<file path="config.mk">
export PLATFORM = sky130hd
export DESIGN_NAME = de2_status_monitor_flat
export DESIGN_NICKNAME = d
export VERILOG_FILES = /design/src/rtl/de2_status_monitor_if.sv /design/src/rtl/de2_status_monitor.sv /design/src/flat_wrapper.sv
export SDC_FILE = /design/constraint.sdc
export NUM_CORES = 1
export LEC_CHECK = 0
export BUFFER_PORTS_ARGS = -buffer_cell sky130_fd_sc_hd__buf_2
export CORE_MARGIN = 2
export CORE_UTILIZATION = 45
export DETAILED_ROUTE_END_ITERATION = 8
export PLACE_DENSITY = 0.67
export SLEW_MARGIN = 15
export SYNTH_ARGS = -nofsm -noshare
export SYNTH_HDL_FRONTEND = slang
export SYNTH_SLANG_ARGS = --single-unit
export TNS_END_PERCENT = 20
</file>
<file path="constraint.sdc">
create_clock -name CLOCK_50 -period 3 [get_ports CLOCK_50]
set_clock_uncertainty 0.2 [all_clocks]
set_input_delay 0.45 -clock CLOCK_50 [delete_from_list [all_inputs] [get_ports CLOCK_50]]
set_output_delay 0.45 -clock CLOCK_50 [all_outputs]
set_load 0.005 [all_outputs]
</file>
<file path="src/rtl/de2_status_monitor_if.sv">
// Signal bundle between the board wrapper and de2_status_monitor.
// The wrapper side uses the master modport; the monitor uses slave.
interface de2_status_monitor_if #(
  parameter int NUM_CH = 2
);
  logic                LOCKUP;
  logic [NUM_CH-1:0]   DataValid;
  logic                ClearErr;
  logic                SysResetn;
  logic                Heartbeat;
  logic                ErrorAny;
  logic [2*NUM_CH-1:0] Status;
  logic [7*NUM_CH-1:0] HEX;

  modport master (
    output LOCKUP, DataValid, ClearErr,
    input  SysResetn, Heartbeat, ErrorAny, Status, HEX
  );

  modport slave (
    input  LOCKUP, DataValid, ClearErr,
    output SysResetn, Heartbeat, ErrorAny, Status, HEX
  );
endinterface

</file>
<file path="src/rtl/de2_status_monitor.sv">
// Multi-channel board status monitor: per-channel DataValid watchdogs, sticky lockup flag,
// seven-segment status digits and a synchronised reset. Optional macro: STATUS_BLINK_EN.
module de2_status_monitor #(
  parameter int NUM_CH          = 2,
  parameter int HB_MSB          = 25,
  parameter int TIMEOUT_CYCLES  = 50_000_000,
  parameter int RST_SYNC_STAGES = 2
) (
  input  logic                CLOCK_50,
  input  logic                HRESETn,
  de2_status_monitor_if.slave mon
);

  localparam int              WD_W   = $clog2(TIMEOUT_CYCLES + 1);
  localparam logic [WD_W-1:0] WD_MAX = WD_W'(TIMEOUT_CYCLES);
  localparam logic [WD_W-1:0] WD_ONE = WD_W'(1);
  localparam logic [HB_MSB:0] TC_ONE = (HB_MSB + 1)'(1);

  typedef enum logic [1:0] {
    ST_RUN     = 2'd0,
    ST_INVALID = 2'd1,
    ST_STALL   = 2'd2,
    ST_LOCKED  = 2'd3
  } status_e;

  localparam logic [6:0] SEG_L   = ~7'b0111000;
  localparam logic [6:0] SEG_S   = ~7'b1101101;
  localparam logic [6:0] SEG_E   = ~7'b1111001;
  localparam logic [6:0] SEG_O   = ~7'b1011100;
  localparam logic [6:0] SEG_OFF = 7'h7F;

  logic [HB_MSB:0]            tc_q;
  logic                       hb_q, hb_d;
  logic [WD_W-1:0]            wd_q [NUM_CH];
  logic [WD_W-1:0]            wd_d [NUM_CH];
  logic [NUM_CH-1:0]          stall_q, stall_d;
  logic                       lock_q, lock_d;
  logic [2:0]                 clr_sync_q;
  logic                       clr;
  logic                       err_vis;
  logic [2*NUM_CH-1:0]        status_q, status_d;
  logic [7*NUM_CH-1:0]        hex_q, hex_d;
  logic                       err_q;
  logic [RST_SYNC_STAGES-1:0] rst_sr_q;
  status_e                    ch_st;

  always_comb begin
    hb_d     = tc_q[HB_MSB] & tc_q[HB_MSB-2];
`ifdef STATUS_BLINK_EN
    err_vis  = tc_q[HB_MSB-1];
`else
    err_vis  = 1'b1;
`endif
    // clr is a one-cycle pulse on the synchronised rising edge of ClearErr.
    clr      = clr_sync_q[1] & ~clr_sync_q[2];
    lock_d   = mon.LOCKUP | (lock_q & ~clr);
    stall_d  = '0;
    status_d = '0;
    hex_d    = '1;
    ch_st    = ST_RUN;
    for (int i = 0; i < NUM_CH; i++) begin
      wd_d[i] = wd_q[i];
      if (mon.DataValid[i]) begin
        wd_d[i] = '0;
      end else if (wd_q[i] != WD_MAX) begin
        wd_d[i] = wd_q[i] + WD_ONE;
      end
      // The set term only fires on the edge that takes the counter to the limit,
      // so a saturated counter cannot re-flag a stall after a clear.
      stall_d[i] = (~mon.DataValid[i] & (wd_q[i] == (WD_MAX - WD_ONE)))
                 | (stall_q[i] & ~clr);

      if (lock_q) begin
        ch_st = ST_LOCKED;
      end else if (stall_q[i]) begin
        ch_st = ST_STALL;
      end else if (!mon.DataValid[i]) begin
        ch_st = ST_INVALID;
      end else begin
        ch_st = ST_RUN;
      end
      status_d[2*i +: 2] = ch_st;

      case (ch_st)
        ST_LOCKED:  hex_d[7*i +: 7] = err_vis ? SEG_L : SEG_OFF;
        ST_STALL:   hex_d[7*i +: 7] = err_vis ? SEG_S : SEG_OFF;
        ST_INVALID: hex_d[7*i +: 7] = err_vis ? SEG_E : SEG_OFF;
        default:    hex_d[7*i +: 7] = hb_d ? SEG_O : SEG_OFF;
      endcase
    end
  end

  always_ff @(posedge CLOCK_50 or negedge HRESETn) begin
    if (!HRESETn) begin
      tc_q       <= '0;
      hb_q       <= 1'b0;
      stall_q    <= '0;
      lock_q     <= 1'b0;
      clr_sync_q <= '0;
      status_q   <= '0;
      hex_q      <= '1;
      err_q      <= 1'b0;
      for (int i = 0; i < NUM_CH; i++) begin
        wd_q[i] <= '0;
      end
    end else begin
      tc_q       <= tc_q + TC_ONE;
      hb_q       <= hb_d;
      stall_q    <= stall_d;
      lock_q     <= lock_d;
      clr_sync_q <= {clr_sync_q[1:0], mon.ClearErr};
      status_q   <= status_d;
      hex_q      <= hex_d;
      err_q      <= lock_q | (|stall_q);
      for (int i = 0; i < NUM_CH; i++) begin
        wd_q[i] <= wd_d[i];
      end
    end
  end

  // Downstream reset: asserted asynchronously, released after RST_SYNC_STAGES clean edges.
  always_ff @(posedge CLOCK_50 or negedge HRESETn) begin
    if (!HRESETn) begin
      rst_sr_q <= '0;
    end else begin
      rst_sr_q <= {rst_sr_q[RST_SYNC_STAGES-2:0], 1'b1};
    end
  end

  assign mon.SysResetn = rst_sr_q[RST_SYNC_STAGES-1];
  assign mon.Heartbeat = hb_q;
  assign mon.ErrorAny  = err_q;
  assign mon.Status    = status_q;
  assign mon.HEX       = hex_q;

endmodule
</file>
<file path="src/flat_wrapper.sv">
// flat-port wrapper written by rule: the top's interface ports become plain ports
module de2_status_monitor_flat 
#(
  parameter int NUM_CH          = 2,
  parameter int HB_MSB          = 25,
  parameter int TIMEOUT_CYCLES  = 50_000_000,
  parameter int RST_SYNC_STAGES = 2
)
  (CLOCK_50, HRESETn, mon_LOCKUP, mon_DataValid, mon_ClearErr, mon_SysResetn, mon_Heartbeat, mon_ErrorAny, mon_Status, mon_HEX);
  de2_status_monitor_if #(.NUM_CH(NUM_CH)) mon_i ();
  input  logic CLOCK_50;
  input  logic HRESETn;
  input wire logic [$bits(mon_i.LOCKUP)-1:0] mon_LOCKUP;
  input wire logic [$bits(mon_i.DataValid)-1:0] mon_DataValid;
  input wire logic [$bits(mon_i.ClearErr)-1:0] mon_ClearErr;
  output wire logic [$bits(mon_i.SysResetn)-1:0] mon_SysResetn;
  output wire logic [$bits(mon_i.Heartbeat)-1:0] mon_Heartbeat;
  output wire logic [$bits(mon_i.ErrorAny)-1:0] mon_ErrorAny;
  output wire logic [$bits(mon_i.Status)-1:0] mon_Status;
  output wire logic [$bits(mon_i.HEX)-1:0] mon_HEX;
  assign mon_i.LOCKUP = mon_LOCKUP;
  assign mon_i.DataValid = mon_DataValid;
  assign mon_i.ClearErr = mon_ClearErr;
  assign mon_SysResetn = mon_i.SysResetn;
  assign mon_Heartbeat = mon_i.Heartbeat;
  assign mon_ErrorAny = mon_i.ErrorAny;
  assign mon_Status = mon_i.Status;
  assign mon_HEX = mon_i.HEX;
  de2_status_monitor #(.NUM_CH(NUM_CH), .HB_MSB(HB_MSB), .TIMEOUT_CYCLES(TIMEOUT_CYCLES), .RST_SYNC_STAGES(RST_SYNC_STAGES)) u_core (.CLOCK_50(CLOCK_50), .HRESETn(HRESETn), .mon(mon_i));
endmodule
</file>
Yosys cells after proc, flatten, opt, wreduce, memory -nomap -nowiden

Index checks and enable logic that the tools add are counted.

Memory bits (writable): 0
Memories: 0
Output and inout port bits: 21
Bits in registers: 106
Bits of input ports: 6
Bits in latches: 0
Memory bits (read-only): 0
Word-level logic and storage cells: 55

Div/mod/pow operators: 0
$mul: 0
Shift-type cells: 0
Reduce and logical (&&, ||, !) cells: 3
Mux-type cells: 13
Add/sub/neg operators: 3
Order comparisons: 0
Eq/ne operators: 10
Bitwise operators: 15

Operators by type and width:

| cell                  | number |
|---|---|
| $mux 26               | 4 |
| $add 26x1->26 const B | 3 |
| $eq 26x26->1 const B  | 2 |
| $ne 26x26->1 const B  | 2 |
| $pmux 7 s3            | 2 |
| $eq 2x2->1 const B    | 4 |
| $mux 2                | 4 |
| $and 1x1->1           | 7 |
| $mux 7                | 1 |
| $eq 2x1->1 const B    | 2 |
| $not 1->1             | 4 |
| $or 1x1->1            | 4 |
| $reduce_bool 2->1     | 2 |
| $mux 1                | 2 |
| $reduce_or 2->1       | 1 |

Depth between registers and ports, before layout

Gate-level depths: netlist of the first run.

Depth after elaboration: 5
Mapped depth: 7
Depth with buffers taken out: 6

Worst setup path after synthesis of the first run

OpenSTA, ideal clock, no wires.

Path type: input to register
Start point: input port mon_DataValid[0]
End point: register u_core.wd_q[28] in the netlist's numbering
Slack: 0.597 ns
Data required time: 2.675 ns
Setup time: 0.125 ns
Arrival time: 2.078 ns
Path buffers: 0
Stages on the path: 4
Path through: or4b_1 or4_4 o31ai_2 mux2_2

Longest elaborated chain between the ends: 1
Elaborated cells between the ends (all ways): 2
Classes of those cells: mux: 1; reduce/logical: 1

Ends and longest elaborated chain:

| element                                      | line                      | text |
|---|---|---|
| from (decl)                                  | flat_wrapper.sv:14        | `input wire logic [$bits(mon_i.DataValid)-1:0] mon_DataValid;` |
| $mux 26 or $reduce_bool 2->1 (tied branches) | --                        |  |
| to (signal, indexed assignment)              | de2_status_monitor.sv:116 | `wd_q[i] <= wd_d[i];` |
| to (decl)                                    | de2_status_monitor.sv:34  | `logic [WD_W-1:0] wd_q [NUM_CH];` |

Parallel ways exist; a longest one is shown, timed or not.
A chain may end at the register's enable or synchronous reset.

Worst setup path in the final report of the first run

Start point: register u_core.wd_q[35] in the netlist's numbering
End point: register u_core.wd_q[26] in the netlist's numbering

Longest elaborated chain between the ends: 2

Ends and longest elaborated chain:

| element                            | line                     | text |
|---|---|---|
| $ne 26x26->1                       | de2_status_monitor.sv:65 | `end else if (wd_q[i] != WD_MAX) begin` |
| $reduce_bool 2->1 (no source line) | --                       |  |

No other way between the ends.

==> flow_metrics.tcl, run 1 <==
set metrics [dict create \
    cts_tree "yes" \
    required_ns 3.08 \
    cts_sinks 104 \
    ios 27 \
    yosysSeqAreaShare_pct 52.8 \
    cp-end-kind "flop" \
    drt_iter0_drc 201 \
    clock_latency_ns 0.38 \
    crit_fanout 6 \
    grt_antenna_before_repair 0 \
    fin_area_um2 5430 \
    total_power_mw 2.38 \
    rrSetupSlack_ns 0.50 \
    worstSetupEndpoint "u_core.wd_q[26]" \
    pwr-share-seq_pct 60.7 \
    r2r-end "u_core.wd_q[26]" \
    grt_max_degree 64 \
    area_growth_pct 9.65 \
    clock_path_buffers 2 \
    start_kind "flop" \
    slowest_delay_ns 0.57 \
    final_cells 647 \
    p_sw_share_pct 24.3 \
    h-tree-depth 3 \
    grt_pass1_vias 3247 \
    place_inst 629 \
    fin_tns_setup_ns 0 \
    die_w_um 109 \
    ys_async_sr_fraction_pct 100 \
    intPower_mw 1.80 \
    clkSlewWorstSetupHoldPaths_ns 0.10 \
    clock.fmax_mhz 401 \
    layout-drive-gt1-share_pct 14.4 \
    dieArea_um2 11900 \
    synth_ff_type "dfrtp_1" \
    crit_slowest_cell "or4_4" \
    rsz0062_at_grt "false" \
    dp_hpwl_mm 6.13 \
    slew_viol_final 0 \
    dr.pass1.iters 4 \
    p_leak_nw 2.27 \
    synth.area.top_cells "dfrtp_1 46%, dfstp_2 6.4%, xnor2_1 4.8%" \
    final.period_utilization_pct 83.2 \
    r2r-start "u_core.wd_q[35]" \
    yosysMostFrequentCell "dfrtp_1" \
    synth.distinct_cells 49 \
    synth_top_area_share_pct 46.5 \
    drv_cap 0 \
    path_depth 4 \
    synth_common_cells "92 x dfrtp_1, 45 x nor2_1, 32 x nand2_1" \
    peakVddDrop_mv 0.334 \
    final_nets 520 \
    seqCellArea_um2 2620 \
    crit_type "flop to flop" \
    slew_headroom_pct 47.5 \
    root_buffer "clkbuf_8" \
    vias 3528 \
    core_area_um2 10800 \
    ant_nets 0 \
    fin_hold_ws_ns 0.0610 \
    dpl_cell_area_um2 5230 \
    cp_top_family "simple AND/OR/NAND/NOR gates" \
    setup_viol 0 \
    syn_area_um2 4950 \
    gp_congestion 0.806 \
    grt_pass1_wl_mm 15.4 \
    portBuffers 24 \
    fill_cells 983 \
    grt.overflow.total 0 \
    synth-edff-count 0 \
    p_switching_mw 0.579 \
    rr_worst_depth 4 \
    cp.arrival_ns 2.57 \
    drt-total-wl_mm 9.02 \
    ctsResizeCount 0 \
    die_y_um 109 \
    cp-startpoint "u_core.wd_q[35]" \
    grt_util_all_layers_pct 16.5 \
    synth_warnings 0 \
    wire_per_inst_um 13.9 \
    syn_avg_cell_area_um2 10.5 \
    worstHoldStart "mon_LOCKUP" \
    combPwrFrac_pct 4.9 \
    ys_ff_latch 104 \
    critPathBufInv 0 \
    tritoncts.num_buffers 9 \
    worst_pin_slew_ns 0.781 \
    power_density_nw_per_um2 439 \
    finalHoldViolations 0 \
    fin_crit_ns 2.50 \
    synthCells 473 \
    rows 38 \
    multi_input_area_um2 2210 \
    diodes 0 \
    yosysTopAreaCell "dfrtp_1" \
    vias_per_cell 5.45 \
    path_cells "or4b_1, or4_4, nor3_2, mux2_2" \
    initial_core_util_pct 45.9 \
    run_status "finished, final reports clean" \
    clockPowerShare_pct 34.3 \
    route.detailed.drc 0 \
    holdCritPathClass "input pin to flop" \
]
[placed cells by master, fill, tap and decap left out, drive strengths merged, types with 11 or more instances in the layout]
master and n:
xor2 19, nand2 32, nor4 14, buf 28
dfrtp 92, a21oi 22, nand4 24, ha 12
xnor2 27, nor2 45, clkbuf 11, inv 18
dfstp 12, nand3 31, or4 11
[power by group through the flow]
stage	Sequential, mW	Clock, mW	Combinational [mW]
finish	1.45	0.818	0.117
global route	1.45	0.917	0.137
CTS	1.45	0.847	0.121
detailed placement	1.47	0	0.118
global placement	1.47	0	0.115
floorplan	1.47	0	0.0569
[layer usage]
layer	part of all wire [%]	track usage, %
met1	48	22.1
met2	46	25.5
met3	4.4	5.26
met4	1.8	5.49
met5	0	0
[sequential cells by signal, indices dropped and copies added, names as in the netlist]
name                  cells
u_core.stall_q            2
u_core.wd_q              52
u_core.mon.Heartbeat      1
u_core.clr_sync_q         3
u_core.tc_q              26
u_core.mon.HEX           12
u_core.rst_sr_q           2
u_core.mon.ErrorAny       1
u_core.lock_q             1
u_core.mon.Status         4
[kinds of logic (layout without fill, tap and decap cells)]
| logic type | Yosys count | count (layout) | synth area share (%) |
|---|---|---|---|
| buf+inv | 30 | 62 | 2.63 |
| xor+xnor | 46 | 46 | 8.13 |
| compound gates | 52 | 52 | 6.54 |
| flops | 104 | 104 | 52.8 |
| mux | 8 | 8 | 1.77 |
| other cells | 1 | 3 | 0.0757 |
| fa+ha+maj | 12 | 12 | 3.03 |
| simple gates | 220 | 220 | 25.0 |
[worst min-delay path by stage]
stage,end,cells past startpoint
5_1_grt,u_core.lock_q,2
4_1_cts,u_core.lock_q,2
2_1_floorplan,u_core.clr_sync_q[0],0
3_3_place_gp,u_core.rst_sr_q[1],0
6_report,u_core.lock_q,2
3_5_place_dp,u_core.rst_sr_q[1],0
[timing repair]
action                    4_1_cts  5_1_grt
hold endpoints to repair       34        0
buffers inserted                0        0
hold buffers                    2        0
[area by class of cell]
| class | count | share of cell area, % |
|---|---|---|
| Clock buffer | 11 | 2.60 |
| Clock inverter | 5 | 0.714 |
| Inverter | 16 | 1.11 |
| Multi-Input combinational cell | 341 | 40.8 |
| Sequential cell | 104 | 48.2 |
| Tap cell | 140 | 3.23 |
| Timing Repair Buffer | 30 | 3.41 |
[through the flow]
step | setup slack, ns | utilization [%]
6_report | 0.505 | 50.3
5_1_grt | 0.442 | 50.3
4_1_cts | 0.511 | 50.3
3_5_place_dp | 0.421 | 48.5
3_3_place_gp | 0.448 | 48.5
2_1_floorplan | 0.597 | -
Power figures use the tool's default switching activity.
==> run 2, diff against run 1 <==
--- a/config.mk
+++ b/config.mk
@@ -5,6 +5,7 @@
 export SDC_FILE = /design/constraint.sdc
 export NUM_CORES = 1
 export LEC_CHECK = 0
+export ABC_AREA = 1
 export BUFFER_PORTS_ARGS = -buffer_cell sky130_fd_sc_hd__buf_2
 export CORE_MARGIN = 2
 export CORE_UTILIZATION = 45
==> constraint.sdc (replaced) <==
create_clock -name CLOCK_50 -period 2.3 [get_ports CLOCK_50]
set_clock_uncertainty 0.2 [all_clocks]
set_input_delay 0.345 -clock CLOCK_50 [delete_from_list [all_inputs] [get_ports CLOCK_50]]
set_output_delay 0.345 -clock CLOCK_50 [all_outputs]
set_load 0.005 [all_outputs]
==> run 2 against run 1 <==
  * Die area is 11% higher
  * Combinational power is 32% higher
  * Largest power group unchanged
  * Routed wire length is 28% higher
  * Via count is 31% higher
  * Highest routed layer unchanged
==> flow_metrics.tcl, run 2 <==
set metrics [dict create \
    ant_nets 0 \
    cts_tree "yes" \
    final_cell_mix "225 x nand2_1, 150 x nor2_1, 92 x dfrtp_1" \
    grt_pass1_wl_mm 20.2 \
    vias 4636 \
    dp_hpwl_mm 8.81 \
    syn_avg_cell_area_um2 7.42 \
    yosysSeqAreaShare_pct 47.6 \
    slowest_delay_ns 0.47 \
    clock.fmax_mhz 562 \
    final_common_cell "nand2_1" \
    p_leak_nw 2.75 \
    gp_congestion 0.907 \
    h-tree-depth 3 \
    dieArea_um2 13100 \
    holdCritPathClass "input pin to flop" \
    layout-drive-gt1-share_pct 9.83 \
    synth-edff-count 0 \
    portBuffers 24 \
    dr.pass1.iters 6 \
    ys_ff_latch 104 \
    drv_cap 0 \
    synth.area.top_cells "dfrtp_1 42%, nand2_1 15%, nor2_1 10%" \
    final_cells 930 \
    combPwrFrac_pct 4.3 \
    yosysTopAreaCell "dfrtp_1" \
    cpMostUsedCell "nand2_1" \
    fin_crit_ns 1.78 \
    crit_fanout 7 \
    slew_headroom_pct 66.0 \
    power_density_nw_per_um2 581 \
    peakVddDrop_mv 0.317 \
    synth_common_cells "225 x nand2_1, 150 x nor2_1, 92 x dfrtp_1" \
    intPower_mw 2.71 \
    pwr-share-seq_pct 53.0 \
    worstHoldStart "mon_LOCKUP" \
    place_inst 912 \
    die_y_um 115 \
    worst_pin_slew_ns 0.510 \
    drt_iter0_drc 349 \
    p_switching_mw 0.853 \
    grt.overflow.total 0 \
    run_status "finished, final reports clean" \
    largest_reg_flops 52 \
    root_buffer "clkbuf_16" \
    grt_max_degree 39 \
    synth_top_area_share_pct 41.9 \
    setup_viol 0 \
    yosysMostFrequentCell "nand2_1" \
    required_ns 2.34 \
    critPathBufInv 1 \
    finalHoldViolations 0 \
    fin_hold_ws_ns 0.0167 \
    final.period_utilization_pct 77.4 \
    rows 40 \
    rr_worst_depth 9 \
    area_growth_pct 11.8 \
    whs_path_depth 2 \
    synth.distinct_cells 33 \
    r2r-end "u_core.wd_q[26]" \
    cp_top_family "simple AND/OR/NAND/NOR gates" \
    drt-total-wl_mm 11.6 \
    ys_async_sr_fraction_pct 100 \
    start_kind "flop" \
    clkSlewWorstSetupHoldPaths_ns 0.07 \
    grt_pass1_vias 4492 \
    final_nets 796 \
    syn_area_um2 5500 \
    fin_util_pct 51.4 \
    initial_core_util_pct 46.0 \
    top_register "u_core.wd_q" \
    grt_antenna_before_repair 0 \
    hold_end "u_core.lock_q" \
    ios 27 \
    crit_type "flop to flop" \
    vias_per_cell 4.98 \
    core_area_um2 12000 \
    die_w_um 115 \
    clock_path_buffers 2 \
    cp.arrival_ns 1.82 \
    clockPowerShare_pct 42.7 \
    rrSetupSlack_ns 0.52 \
    grt_util_all_layers_pct 19.0 \
    cp-end-kind "flop" \
    rsz0062_at_grt "false" \
    synth_ff_type "dfrtp_1" \
    path_cells "inv_1, ha_1, nand2_1, nor2_1, nand2_1, nor2_1, nand2_1, nand3_1, nand2_1" \
    tritoncts.num_buffers 9 \
    clock_latency_ns 0.34 \
    crit_slowest_cell "dfrtp_1" \
    cts_sinks 104 \
    ctsResizeCount 0 \
    wire_per_inst_um 12.4 \
    p_sw_share_pct 23.9 \
    slew_viol_final 0 \
    synthCells 741 \
    fin_tns_setup_ns 0 \
    route.detailed.drc 0 \
    synth_warnings 0 \
    diodes 0 \
    r2r-start "u_core.wd_q[26]" \
]
==> run 2: timing repair <==
item | 4_1_cts | 5_1_grt
hold buffers | 2 | 0
setup buffers | 0 | 0
endpoints found under the hold margin | 30 | 0
==> run 2: power groups by stage <==
stage          Combinational [mW]  Sequential, mW  Clock [mW]
2_1_floorplan              0.0691            1.92           0
3_3_place_gp                0.154            1.92           0
3_5_place_dp                0.155            1.92           0
4_1_cts                     0.160            1.89        1.58
5_1_grt                     0.181            1.89        1.65
6_report                    0.154            1.89        1.52
==> run 2: cell type report <==
type	instances	area (um2)
fill	1155	5820
sequential	104	2620
multi-input combinational	546	2530
inverter	86	323
clock buffer	10	239
timing repair buffer	31	193
tap	147	184
clock inverter	6	58.8
==> run 2: per-layer routing <==
metal  vias to the layer above  GRT usage [%]  routed length, um  part of all wire (%)
li1                       2369              -                  -                     -
met1                      2145           25.4               5490                    48
met2                       102           31.3               5440                    47
met3                        20           3.12                420                   3.6
met4                         0           6.99                201                   1.7
met5                         -              0                  0                     0
==> run 2: metrics by stage <==
stage	area [um2]	total power [mW]	setup WS, ns
floorplan	5510	1.99	0.681
global placement	5830	2.08	0.596
detailed placement	5830	2.08	0.532
CTS	6140	3.63	0.529
global route	6140	3.72	0.341
finish	6140	3.57	0.520
==> run 2: logic make-up (layout without fill, tap and decap cells) <==
family	Yosys count	count (layout)	share of synthesized area (%)
xor+xnor	23	23	3.66
compound gates	43	43	4.10
simple gates	465	465	35.3
flops	104	104	47.6
buf+inv	93	133	6.51
other cells	1	3	0.0682
fa+ha+maj	12	12	2.73
==> run 2: worst max path at each step <==
stage / start / end / slack, ns / depth (start not counted)
after global placement: mon_DataValid[1] / u_core.mon.HEX[11] / 0.60 / 5
final: u_core.wd_q[26] / u_core.wd_q[26] / 0.52 / 9
after floorplan: mon_DataValid[0] / u_core.mon.HEX[4] / 0.68 / 6
after detailed placement: u_core.wd_q[26] / u_core.wd_q[26] / 0.53 / 9
after CTS: u_core.wd_q[26] / u_core.wd_q[26] / 0.53 / 9
after global routing: u_core.tc_q[0] / u_core.tc_q[14] / 0.34 / 7
==> run 2: worst register-to-register path: stages (launching register included) <==
cell,delay [ns]
dfrtp_1,0.47
inv_1,0.17
ha_1,0.16
nand2_1,0.05
nor2_1,0.10
nand2_1,0.06
nor2_1,0.22
nand2_1,0.11
nand3_1,0.09
nand2_1,0.05
==> run 3, diff against run 2 <==
--- a/config.mk
+++ b/config.mk
@@ -10,7 +10,7 @@
 export CORE_MARGIN = 2
 export CORE_UTILIZATION = 45
 export DETAILED_ROUTE_END_ITERATION = 8
-export PLACE_DENSITY = 0.67
+export PLACE_DENSITY = 0.69
 export SLEW_MARGIN = 15
 export SYNTH_ARGS = -nofsm -noshare
 export SYNTH_HDL_FRONTEND = slang
==> constraint.sdc (replaced) <==
create_clock -name CLOCK_50 -period 1.6 [get_ports CLOCK_50]
set_clock_uncertainty 0.2 [all_clocks]
set_input_delay 0.24 -clock CLOCK_50 [delete_from_list [all_inputs] [get_ports CLOCK_50]]
set_output_delay 0.24 -clock CLOCK_50 [all_outputs]
set_load 0.005 [all_outputs]
==> run 3 against run 2 <==
  * Sequential share of layout area shrank 2.3 points
  * Highest routed layer unchanged
  * Routed wire length grew 3.0%
  * Fmax grew 12%
  * Count of clock-buffer cells in the layout grew 1
  * Largest power group unchanged
  * Global-route usage grew 0.54 points
  * Combinational power grew 66%
  * Via count grew 3.5%
==> flow_metrics.tcl, run 3 (synthesized netlist as in run 2, its figures left out) <==
set metrics [dict create \
    worstHoldStart "mon_DataValid[1]" \
    fin_tns_setup_ns 0 \
    finalHoldViolations 0 \
    cp_top_family "simple AND/OR/NAND/NOR gates" \
    rrSetupSlack_ns 0.004 \
    crit_slowest_cell "dfrtp_2" \
    r2r-start "u_core.wd_q[27]" \
    peakVddDrop_mv 0.495 \
    fin_hold_ws_ns 0.0238 \
    crit_fanout 6 \
    final_nets 829 \
    cts_tree "yes" \
    run_status "finished, final reports clean" \
    die_y_um 115 \
    grt_antenna_before_repair 0 \
    rr_worst_depth 9 \
    p_leak_nw 2.89 \
    clock.fmax_mhz 627 \
    setup_viol 0 \
    route.detailed.drc 0 \
    slew_viol_final 0 \
    vias 4797 \
    cpMostUsedCell "nand2_1" \
    total_power_mw 5.08 \
    vias_per_cell 4.98 \
    grt_pass1_vias 4615 \
    largest_reg_flops 52 \
    rsz0062_at_grt "true" \
    r2r-end "u_core.wd_q[27]" \
    layout-drive-gt1-share_pct 19.1 \
    ios 27 \
    ant_nets 0 \
    initial_core_util_pct 46.0 \
    fin_crit_ns 1.60 \
    core_area_um2 12000 \
    drt_iter0_drc 274 \
    grt_pass1_wl_mm 20.7 \
    start_kind "flop" \
    dr.pass1.iters 5 \
    fin_area_um2 6530 \
    root_buffer "clkbuf_16" \
    power_density_nw_per_um2 778 \
    clock_latency_ns 0.35 \
    grt.overflow.total 0 \
    slowest_delay_ns 0.45 \
    place_inst 940 \
    cts_sinks 104 \
    rows 40 \
    portBuffers 24 \
    hold_end "u_core.mon.HEX[9]" \
    cp-end-kind "flop" \
    gp_congestion 0.921 \
    crit_type "flop to flop" \
    drt-total-wl_mm 11.9 \
    tritoncts.num_buffers 9 \
    dpl_cell_area_um2 6050 \
    path_cells "inv_1, ha_1, nand2_1, nor2_1, nand2_1, nor2_2, buf_4, nand4_1, nand2_1" \
    dp_hpwl_mm 9.00 \
    drv_cap 0 \
    area_growth_pct 18.7 \
    die_w_um 115 \
    grt_util_all_layers_pct 19.6 \
    final_cell_mix "220 x nand2_1, 131 x nor2_1, 81 x dfrtp_1" \
    holdCritPathClass "input pin to flop" \
    multi_input_area_um2 2650 \
    required_ns 1.68 \
    final.period_utilization_pct 99.7 \
    diodes 0 \
    grt_max_degree 44 \
    dieArea_um2 13100 \
    whs_path_depth 4 \
    wire_per_inst_um 12.4 \
    final_cells 963 \
    clock_path_buffers 2 \
    clkSlewWorstSetupHoldPaths_ns 0.07 \
    critPathBufInv 2 \
    top_register "u_core.wd_q" \
    cp.arrival_ns 1.68 \
    seqCellArea_um2 2630 \
    final_common_cell "nand2_1" \
    fill_cells 1079 \
    h-tree-depth 3 \
]
-- run 3: cell types whose count changed in the layout (fill, tap and decap cells not counted), sizes merged --
cell	before	now
clkbuf	10	11
inv	90	88
clkinv	1	2
dlygate4sd3	2	3
buf	29	61
-- run 3: metrics by stage --
step / setup slack (ns) / util [%]
after floorplan: 0.00395 / -
after global placement: 0.0310 / 50.6
after detailed placement: -0.0478 / 50.6
after CTS: 0.00198 / 53.3
after global routing: -0.0970 / 54.6
final: 0.00448 / 54.6
-- run 3: what timing repair did --
action,4_1_cts,5_1_grt
hold buffers,3,0
resized for setup,1,53
setup endpoints to repair,2,56
endpoints found under the hold margin,102,0
pin swaps,1,9
setup buffers,1,3
-- run 3: power by group --
part           leakage (nW)  internal, mW  switching, mW
Clock                 0.137          1.11          0.996
Combinational          1.42        0.0958          0.159
Sequential             1.34          2.69         0.0287
Total                  2.89          3.89           1.18
-- run 3: metal layers --
| layer | routed length, um | GRT usage [%] | vias to the layer above |
|---|---|---|---|
| met4 | 220 | 6.50 | 0 |
| met5 | 0 | 0 | - |
| met3 | 476 | 3.34 | 18 |
| met1 | 5560 | 26.1 | 2244 |
| met2 | 5660 | 32.4 | 103 |
| li1 | - | - | 2432 |
-- run 3: worst max path at each step --
| stage | cells after the start | slack, ns | start | to |
|---|---|---|---|---|
| floorplan | 7 | 0.004 | u_core.tc_q[0] | u_core.tc_q[14] |
| global placement | 7 | 0.03 | u_core.wd_q[27] | u_core.wd_q[42] |
| detailed placement | 9 | -0.05 | u_core.wd_q[26] | u_core.wd_q[27] |
| CTS | 7 | 0.002 | u_core.wd_q[48] | u_core.wd_q[27] |
| global route | 9 | -0.1 | u_core.wd_q[27] | u_core.wd_q[38] |
| finish | 9 | 0.004 | u_core.wd_q[27] | u_core.wd_q[27] |
-- run 3: layout make-up --
type                    instances  share of cell area, %
inverters                      86                   4.95
flip-flops and latches        104                   40.3
well taps                     147                   2.82
multi-input cells             546                   40.6
repair buffers                 64                   6.98
clock inverters                 5                  0.594
clock buffers                  11                   3.72
-- run 3: worst reg2reg max path: cells and delay by family, from the launching register on --
kind | cells | cell delay (ns)
simple gates | 6 | 0.51
flops | 1 | 0.45
fa+ha+maj | 1 | 0.15
buf+inv | 2 | 0.22
